==> config.mk <==
export PLATFORM = sky130hd
export DESIGN_NAME = sig_rom_arbiter
export DESIGN_NICKNAME = d
export VERILOG_FILES = /design/src/rtl/sig_rom_arbiter.sv
export SDC_FILE = /design/constraint.sdc
export NUM_CORES = 1
export LEC_CHECK = 0
export ABC_AREA = 1
export BUFFER_PORTS_ARGS = -buffer_cell sky130_fd_sc_hd__buf_2
export CORE_UTILIZATION = 52
export DETAILED_ROUTE_END_ITERATION = 8
export HOLD_SLACK_MARGIN = 0.06
export PLACE_DENSITY = 0.81
export SETUP_SLACK_MARGIN = 0.2
export SLEW_MARGIN = 20
export SYNTH_ARGS = -nofsm -noshare
export SYNTH_HDL_FRONTEND = slang
export SYNTH_SLANG_ARGS = --single-unit
==> constraint.sdc <==
create_clock -name clk -period 3.4 [get_ports clk]
set_input_delay 0.17 -clock clk [delete_from_list [all_inputs] [get_ports clk]]
set_output_delay 0.17 -clock clk [all_outputs]
set_load 0.005 [all_outputs]
==> src/rtl/sig_rom_arbiter.sv <==
// Round-robin arbiter sharing one pipelined sigmoid ROM among NUM_REQ requesters.
// A one-hot tag rides a shift pipeline alongside the ROM read so each result returns to its issuer.
module sig_rom_arbiter #(
  parameter int NUM_REQ   = 4,
  parameter int inWidth   = 10,
  parameter int dataWidth = 16,
  parameter int ROM_LAT   = 1
) (
  input  logic                       clk,
  input  logic                       rst,
  input  logic [NUM_REQ-1:0]         req_valid,
  input  logic [NUM_REQ*inWidth-1:0] req_x,
  output logic [NUM_REQ-1:0]         req_ready,
  output logic [NUM_REQ-1:0]         resp_valid,
  output logic [dataWidth-1:0]       resp_data,
  output logic [inWidth-1:0]         rom_x,
  input  logic [dataWidth-1:0]       rom_out,
  output logic                       busy
);

  localparam int PTR_W = (NUM_REQ > 1) ? $clog2(NUM_REQ) : 1;

  logic [PTR_W-1:0]                ptr_q, ptr_d, win;
  logic                            found, accept;
  logic [NUM_REQ-1:0]              gnt;
  logic [inWidth-1:0]              win_x;
  logic [inWidth-1:0]              rom_x_q, rom_x_d;
  logic [dataWidth-1:0]            resp_data_q, resp_data_d;
  logic [NUM_REQ-1:0]              resp_valid_q, resp_valid_d;
  logic [ROM_LAT:0][NUM_REQ-1:0]   tag_q, tag_d;

  function automatic int rot(input int p, input int k);
    rot = (p + k) % NUM_REQ;
  endfunction

  // First valid requester at or after the pointer, wrapping around
  always_comb begin
    found = 1'b0;
    win   = '0;
    win_x = '0;
    gnt   = '0;
    for (int k = 0; k < NUM_REQ; k++) begin
      if (!found && req_valid[rot(int'(ptr_q), k)]) begin
        found = 1'b1;
        win   = PTR_W'(rot(int'(ptr_q), k));
        win_x = req_x[rot(int'(ptr_q), k)*inWidth +: inWidth];
      end
    end
    if (found) gnt[win] = 1'b1;
  end

  assign req_ready = rst ? '0 : gnt;
  assign accept    = |req_ready;

  always_comb begin
    ptr_d        = ptr_q;
    rom_x_d      = rom_x_q;
    resp_data_d  = resp_data_q;
    resp_valid_d = tag_q[ROM_LAT];
    tag_d        = '0;
    if (accept) begin
      ptr_d   = (win == PTR_W'(NUM_REQ-1)) ? '0 : win + PTR_W'(1);
      rom_x_d = win_x;
    end
    tag_d[0] = req_ready;
    for (int s = 1; s <= ROM_LAT; s++) tag_d[s] = tag_q[s-1];
    // Last tag stage lines up with valid ROM read data
    if (|tag_q[ROM_LAT]) resp_data_d = rom_out;
  end

  always_ff @(posedge clk or posedge rst) begin
    if (rst) begin
      ptr_q        <= '0;
      rom_x_q      <= '0;
      resp_data_q  <= '0;
      resp_valid_q <= '0;
      tag_q        <= '0;
    end else begin
      ptr_q        <= ptr_d;
      rom_x_q      <= rom_x_d;
      resp_data_q  <= resp_data_d;
      resp_valid_q <= resp_valid_d;
      tag_q        <= tag_d;
    end
  end

  assign rom_x      = rom_x_q;
  assign resp_data  = resp_data_q;
  assign resp_valid = resp_valid_q;
  assign busy       = |tag_q;

endmodule

==> reports/results.ini, run 1 <==
[drt]
dr.pass1.iters = 7
routedWlPerCell_um = 12.84
wirelength_um = 8938
drtAntennaViolNets = 0
vias_per_cell = 5.335
first_iter_violations = 296
post-route-drc-count = 1
route.vias.total = 3713

[timing]
period_share_pct = 87.60
max_freq_ghz = 0.3358
hold_viol = 0
post-route-min-period_ns = 2.978
worst_slack_ns = 0.4216
hold_ws_ns = 0.06886
fin_skew_ns = 0.01106
tightestPinTransition_ns = 0.5700
tns_ns = 0
slew-limit-headroom_pct = 61.95
setup_viol_count_final = 0
maxSlewViolCount = 0
rsz0062_at_grt = no

[power_and_ir_drop]
p_clk_share_pct = 9.9
comb_power_share_pct = 70.6
power_frac_seq_pct = 19.5
intPower_mw = 1.991
powerDensity_nw_per_um2 = 1088
p_sw_share_pct = 52.66
ir_worst_vdd_mv = 0.4406
p_leak_nw = 2.302
power.switching_mw = 2.215

[global_route]
antenna_found_initial = 0
grt_pass1_wl_um = 14460
gr-total-overflow = 0
grtUsageTotal_pct = 28.75
grt_pass1_vias = 3332
grt_max_degree = 30

[cts]
clkLatencyLatePin_ns = 0.29
cts_buffers = 5
cts_root_buffer = clkbuf_8
clk_pin_slew_ns = 0.08
cts_tree = done
clock-sinks = 40
clockBufferDepth = 2
h-tree-depth = 2

[synth]
syn_area_per_cell_um2 = 6.037
synth_top_area_share_pct = 31.52
ys_warn_count = 0
synth_top_family_by_area = simple AND/OR/NAND/NOR gates
synth_top_cells_by_area = dfrtp_1, nand2_1, nand3_1, o21ai_0, inv_1
syn_area_um2 = 3176
ys_types = 32
seq_area_frac_synth_pct = 31.52
yosysTopAreaCell = dfrtp_1
synth-seq-cells = 40
muxShareOfSynthArea_pct = 0
synthAdderAreaFrac_pct = 1.576
synth_cells = 526
synth-simple-area-share_pct = 46.02
synth-xor-area-share_pct = 0
synth_compound_area_share_pct = 10.36
synthesis.nets = 592

[place]
dpl.hpwl_um = 6834
place_ws_ns = 0.2737
io_buffers = 96
globalplace.congestion = 0.9706

[status]
violations = DRC
status = finished, violations left

[floorplanning]
die_h_um = 80.15
top_level_ports = 97
die_w_um = 80.15
coreArea_um2 = 5921
dieArea_um2 = 6423
initial_utilization_pct = 53.63
rows = 28

[setup_path]
critPathKind = flip-flop to primary output
cp_max_fo = 12
arrival_ns = 2.81
worstPathRequired_ns = 3.23
startpoint_type = flip-flop
critPathCaptureType = primary output

[flow_run]
drv_cap = 0

[finish]
final_cell_mix = nand2_1, buf_2, inv_1
syn_to_final_growth_pct = 21.79
final_nets = 686
drive_above_1_share_pct = 23.67
final_common_cell = nand2_1
diodes = 0

[hold_path]
min_path_type = primary input to flip-flop

-- power groups by stage --
stage               registers (mW)  clock network, mW  logic [mW]
finish                       0.822              0.416        2.97
floorplan                    0.802                  0        2.16
detailed placement           0.825                  0        2.85
global route                 0.848              0.445        3.34
CTS                          0.819              0.420        2.87
global placement             0.821                  0        2.77
-- registers in the layout (all words and copies together) (netlist names) --
signal	count
resp_data	16
rom_x	10
resp_valid	4
resp_valid_d	4
tag_d	4
ptr_q	2
-- metrics by stage --
stage,total power [mW],instance area [um2],util (%),instances
CTS,4.111,3824,64.58,692
floorplan,2.967,3176,-,526
finish,4.206,3867,65.32,696
global route,4.637,3867,65.32,696
detailed placement,3.673,3697,62.45,684
global placement,3.595,3697,62.45,684
-- cell families after synthesis --
group	after synthesis
simple gates	351
flops	40
compound gates	56
fa+ha+maj	4
buf+inv	75
-- final timing paths --
check                                  end        start  slack, ns  cells past startpoint
setup / recovery              req_ready[3]     ptr_q[0]       0.42                     17
hold / removal               resp_data[15]  rom_out[15]       0.07                      3
setup reg to reg                  rom_x[5]     ptr_q[0]       0.43                     19
hold reg to reg            resp_valid_d[2]     tag_d[6]       0.39                      0
max in group asynchronous    resp_data[14]          rst       2.33                      4
min in group asynchronous         tag_d[7]          rst       0.53                      3
-- worst max-delay path, cell delays in order (launching register included) --
cell and delay [ns]:
dfrtp_2 0.48, inv_4 0.10, nand2_1 0.21, nand2_4 0.14, nand2_1 0.09, nand2_1 0.08
nor2_2 0.25, buf_4 0.22, nor2_1 0.05, nand2_1 0.07, nand2_1 0.11, inv_1 0.11
ha_1 0.17, inv_1 0.05, nor2_1 0.15, nand2_1 0.08, inv_1 0.07, buf_2 0.11
-- cells in the mapped netlist --
cell type,count
a21boi_0,2
o211ai_1,4
o21ai_4,1
nand3_4,1
clkbuf_1,10
nand3b_1,2
o21ai_0,35
nand2_1,265
a21oi_1,3
nor2_1,23
nand3_2,1
clkinv_1,2
nor2_4,1
o22ai_1,3
nor4_2,1
buf_4,8
dfrtp_1,40
o21ai_2,3
nand2_4,1
buf_2,6
or2_2,4
and2_1,1
ha_1,4
buf_6,2
o2111ai_1,2
nand3_1,38
inv_1,43
nand2_2,5
nor4_1,1
inv_2,4
o21ai_1,3
nand4_1,7
-- final cells by class --
type | instances | area, um2
fill | 555 | 2053
multi-input combinational | 411 | 1847
sequential | 40 | 1003
timing repair buffer | 113 | 610.6
inverter | 49 | 186.4
clock buffer | 7 | 96.34
tap | 75 | 93.84
clock inverter | 1 | 30.03
-- layer usage --
layer | GRT usage (%) | wire length (um) | vias up
met2 | 48.46 | 4339 | 180
li1 | - | - | 1831
met3 | 4.318 | 780 | 18
met4 | 8.571 | 170 | 0
met5 | 0 | 0 | -
met1 | 37.90 | 3648 | 1684
-- timing repair --
item                       in CTS  in global routing
buffers inserted                0                  3
gates resized for setup         0                  5
setup endpoints to repair       0                 16
hold buffers                    0                  1
hold endpoints to repair        0                 27
Power figures use the tool's default switching activity.
==> run 2: changes to the inputs <==
--- a/config.mk
+++ b/config.mk
@@ -10,7 +10,7 @@
 export CORE_UTILIZATION = 52
 export DETAILED_ROUTE_END_ITERATION = 8
 export HOLD_SLACK_MARGIN = 0.06
-export PLACE_DENSITY = 0.81
+export PLACE_DENSITY = 0.8
 export SETUP_SLACK_MARGIN = 0.2
 export SLEW_MARGIN = 20
 export SYNTH_ARGS = -nofsm -noshare
==> run 2 against run 1 <==
  * The flow still finishes with violations (DRC)
  * Fmax fell by 2.4%
  * Register-to-register slack got worse by 0.04 ns
  * Clock skew fell by 0.0039 ns
  * Routed wire length rose by 3.9%
  * Design area rose by 0.97%
  * Core utilization rose by 0.63 points
  * Sequential share of layout area fell by 0.25 points
  * Combinational power rose by 2%
  * Non-clock buffer count rose by 3
  * Global-route usage rose by 0.59 points
  * Largest cell class unchanged
  * Highest routed layer unchanged
==> reports/results.ini, run 2 (same netlist as run 1, synthesis figures left out) <==
[finish]
diodes = 0  ; unchanged
final_nets = 689  ; was 686
syn_to_final_growth_pct = 22.97  ; was 21.79%
final_cell_mix = nand2_1, buf_2, inv_1  ; unchanged
fin_util_pct = 65.96  ; was 65.32%
final_common_cell = nand2_1  ; unchanged
drive_above_1_share_pct = 23.72  ; was 23.67%
largest_register_ffs = 16  ; unchanged

[place]
io_buffers = 96  ; unchanged
dpl.hpwl_um = 6841  ; was 6834 um
globalplace.congestion = 0.9004  ; was 0.9706

[floorplanning]
initial_utilization_pct = 53.63  ; unchanged
rows = 28  ; unchanged
die_w_um = 80.15  ; unchanged
top_level_ports = 97  ; unchanged
coreArea_um2 = 5921  ; unchanged
die_h_um = 80.15  ; unchanged
dieArea_um2 = 6423  ; unchanged

[status]
status = finished, violations left  ; unchanged
violations = DRC  ; unchanged

[timing]
tns_ns = 0  ; unchanged
max_freq_ghz = 0.3278  ; was 0.3358 GHz
hold_viol = 0  ; unchanged
period_share_pct = 89.72  ; was 87.60%
fin_skew_ns = 0.007174  ; was 0.01106 ns
post-route-min-period_ns = 3.051  ; was 2.978 ns
rsz0062_at_grt = no  ; unchanged
maxSlewViolCount = 0  ; unchanged
setup_viol_count_final = 0  ; unchanged
tightestPinTransition_ns = 0.5876  ; was 0.5700 ns
slew-limit-headroom_pct = 60.77  ; was 61.95%

[cts]
clockBufferDepth = 2  ; unchanged
clkLatencyLatePin_ns = 0.30  ; was 0.29 ns
cts_buffers = 5  ; unchanged
clock-sinks = 40  ; unchanged
clk_pin_slew_ns = 0.08  ; about the same
cts_tree = done  ; unchanged
cts_root_buffer = clkbuf_8  ; unchanged
h-tree-depth = 2  ; unchanged

[hold_path]
worstHoldStart = rom_out[12]  ; was rom_out[15]
holdPathEnd = resp_data[12]  ; was resp_data[15]
min_path_type = primary input to flip-flop  ; unchanged
hold_depth = 3  ; unchanged

[setup_path]
cp_cell_sequence = inv_4 -> nand2_1 -> nand3_1 -> nand2_2 -> buf_4 -> inv_1 -> nand2_1 -> nor2_1 -> buf_4 -> nand2_1 -> nand2_1 -> o21ai_1 -> inv_1 -> ha_1 -> inv_1 -> nor2_1 -> nand2_1 -> inv_1 -> buf_2  ; was inv_4 -> nand2_1 -> nand2_4 -> nand2_1 -> nand2_1 -> nor2_2 -> buf_4 -> nor2_1 -> nand2_1 -> nand2_1 -> inv_1 -> ha_1 -> inv_1 -> nor2_1 -> nand2_1 -> inv_1 -> buf_2
crit_start = ptr_q[0]  ; unchanged
worstPathRequired_ns = 3.23  ; about the same
slowest_delay_ns = 0.48  ; about the same
cp_max_fo = 15  ; was 12
arrival_ns = 2.88  ; was 2.81 ns
cpMaxStageDelayCell = dfrtp_2  ; unchanged
r2r-start = ptr_q[0]  ; unchanged
cp_common_cell = nand2_1  ; unchanged
regToRegEndpoint = rom_x[3]  ; was rom_x[5]
rr_worst_depth = 21  ; was 19
crit_family = buffers and inverters  ; was simple AND/OR/NAND/NOR gates
worst-path-buf-inv = 8  ; was 6
r2r_setup_slack_ns = 0.39  ; was 0.43 ns
critPathCaptureType = primary output  ; unchanged
critPathKind = flip-flop to primary output  ; unchanged
startpoint_type = flip-flop  ; unchanged

[drt]
wl_met3_um = 739  ; was 780 um
drt-met1-wl_um = 3811  ; was 3648 um
met2WireLength_um = 4607  ; was 4339 um
dr.pass1.iters = 9  ; was 7
first_iter_violations = 313  ; was 296
post-route-drc-count = 1  ; unchanged
routedWlPerCell_um = 13.29  ; was 12.84 um
vias_per_cell = 5.285  ; was 5.335
top_layer = met4  ; unchanged
route.vias.total = 3694  ; was 3,713
drtAntennaViolNets = 0  ; unchanged
wirelength_um = 9287  ; was 8938 um

[global_route]
grt_pass1_wl_um = 14710  ; was 14,460 um
gr-total-overflow = 0  ; unchanged
antenna_found_initial = 0  ; unchanged
grtUsageTotal_pct = 29.34  ; was 28.75%
grt_pass1_vias = 3207  ; was 3,332
grt_max_degree = 43  ; was 30

[power_and_ir_drop]
p_sw_share_pct = 53.00  ; was 52.66%
power_frac_seq_pct = 19.4  ; was 19.5%
powerDensity_nw_per_um2 = 1090  ; was 1088 nW/um2
p_clk_share_pct = 9.3  ; was 9.9%
comb_power_share_pct = 71.3  ; was 70.6%
power.switching_mw = 2.255  ; was 2.215 mW
report.power.total_mw = 4.256  ; was 4.206 mW
intPower_mw = 2.000  ; was 1.991 mW
ir_worst_vdd_mv = 0.6394  ; was 0.4406 mV
p_leak_nw = 2.312  ; was 2.302 nW

[flow_run]
drv_cap = 0  ; unchanged

run 2: changes by cell type in the layout (fill, tap and decap cells not counted), sizes merged:
cell and change:
inv +1, dlygate4sd3 +2, clkbuf -2, clkinvlp +1, buf +1
run 2: metal layers:
layer | track usage [%] | up-vias
met5 | 0 | -
met1 | 38.35 | 1653
met2 | 50.26 | 185
li1 | - | 1840
met3 | 5.114 | 16
met4 | 6.786 | 0
run 2: power groups by stage:
stage	Clock (mW)	Sequential (mW)	Combinational, mW
final	0.397	0.826	3.03
after global placement	0	0.815	2.79
after floorplan	0	0.802	2.16
after detailed placement	0	0.823	2.85
after global routing	0.422	0.851	3.40
after CTS	0.403	0.818	2.87
run 2: cell type report:
| class | count | area (um2) |
|---|---|---|
| Tap cell | 75 | 93.84 |
| Fill cell | 535 | 2016 |
| Inverter | 49 | 186.4 |
| Timing Repair Buffer | 116 | 650.6 |
| Multi-Input combinational cell | 411 | 1856 |
| Sequential cell | 40 | 1003 |
| Clock buffer | 5 | 68.82 |
| Clock inverter | 3 | 46.29 |
run 2: per-stage QoR:
step | instances | hold slack, ns | cell area [um2] | setup slack (ns)
4_1_cts | 692 | 0.06171 | 3830 | 0.2700
2_1_floorplan | 526 | 0.2796 | 3176 | 0.9760
3_3_place_gp | 682 | 0.3598 | 3695 | 0.4208
5_1_grt | 699 | 0.06581 | 3905 | 0.1334
6_report | 699 | 0.06389 | 3905 | 0.3495
3_5_place_dp | 682 | 0.3665 | 3695 | 0.3102
run 2: tightest hold or removal path, cell delays in order:
cell and delay, ns:
buf_2 0.08, nand2_1 0.04, nand2_1 0.04
run 2: repair_timing:
item | 4_1_cts | 5_1_grt
setup endpoints to repair | 0 | 16
setup buffers | 0 | 6
hold endpoints to repair | 2 | 28
gates resized for setup | 0 | 8
hold buffers | 2 | 1
run 2: how the worst max path moves through the flow:
stage	depth (start not counted)	slack (ns)	to
CTS	18	0.27	rom_x[2]
global placement	19	0.42	rom_x[2]
finish	19	0.35	req_ready[1]
global route	19	0.13	req_ready[1]
detailed placement	19	0.31	rom_x[3]
floorplan	20	0.98	rom_x[1]
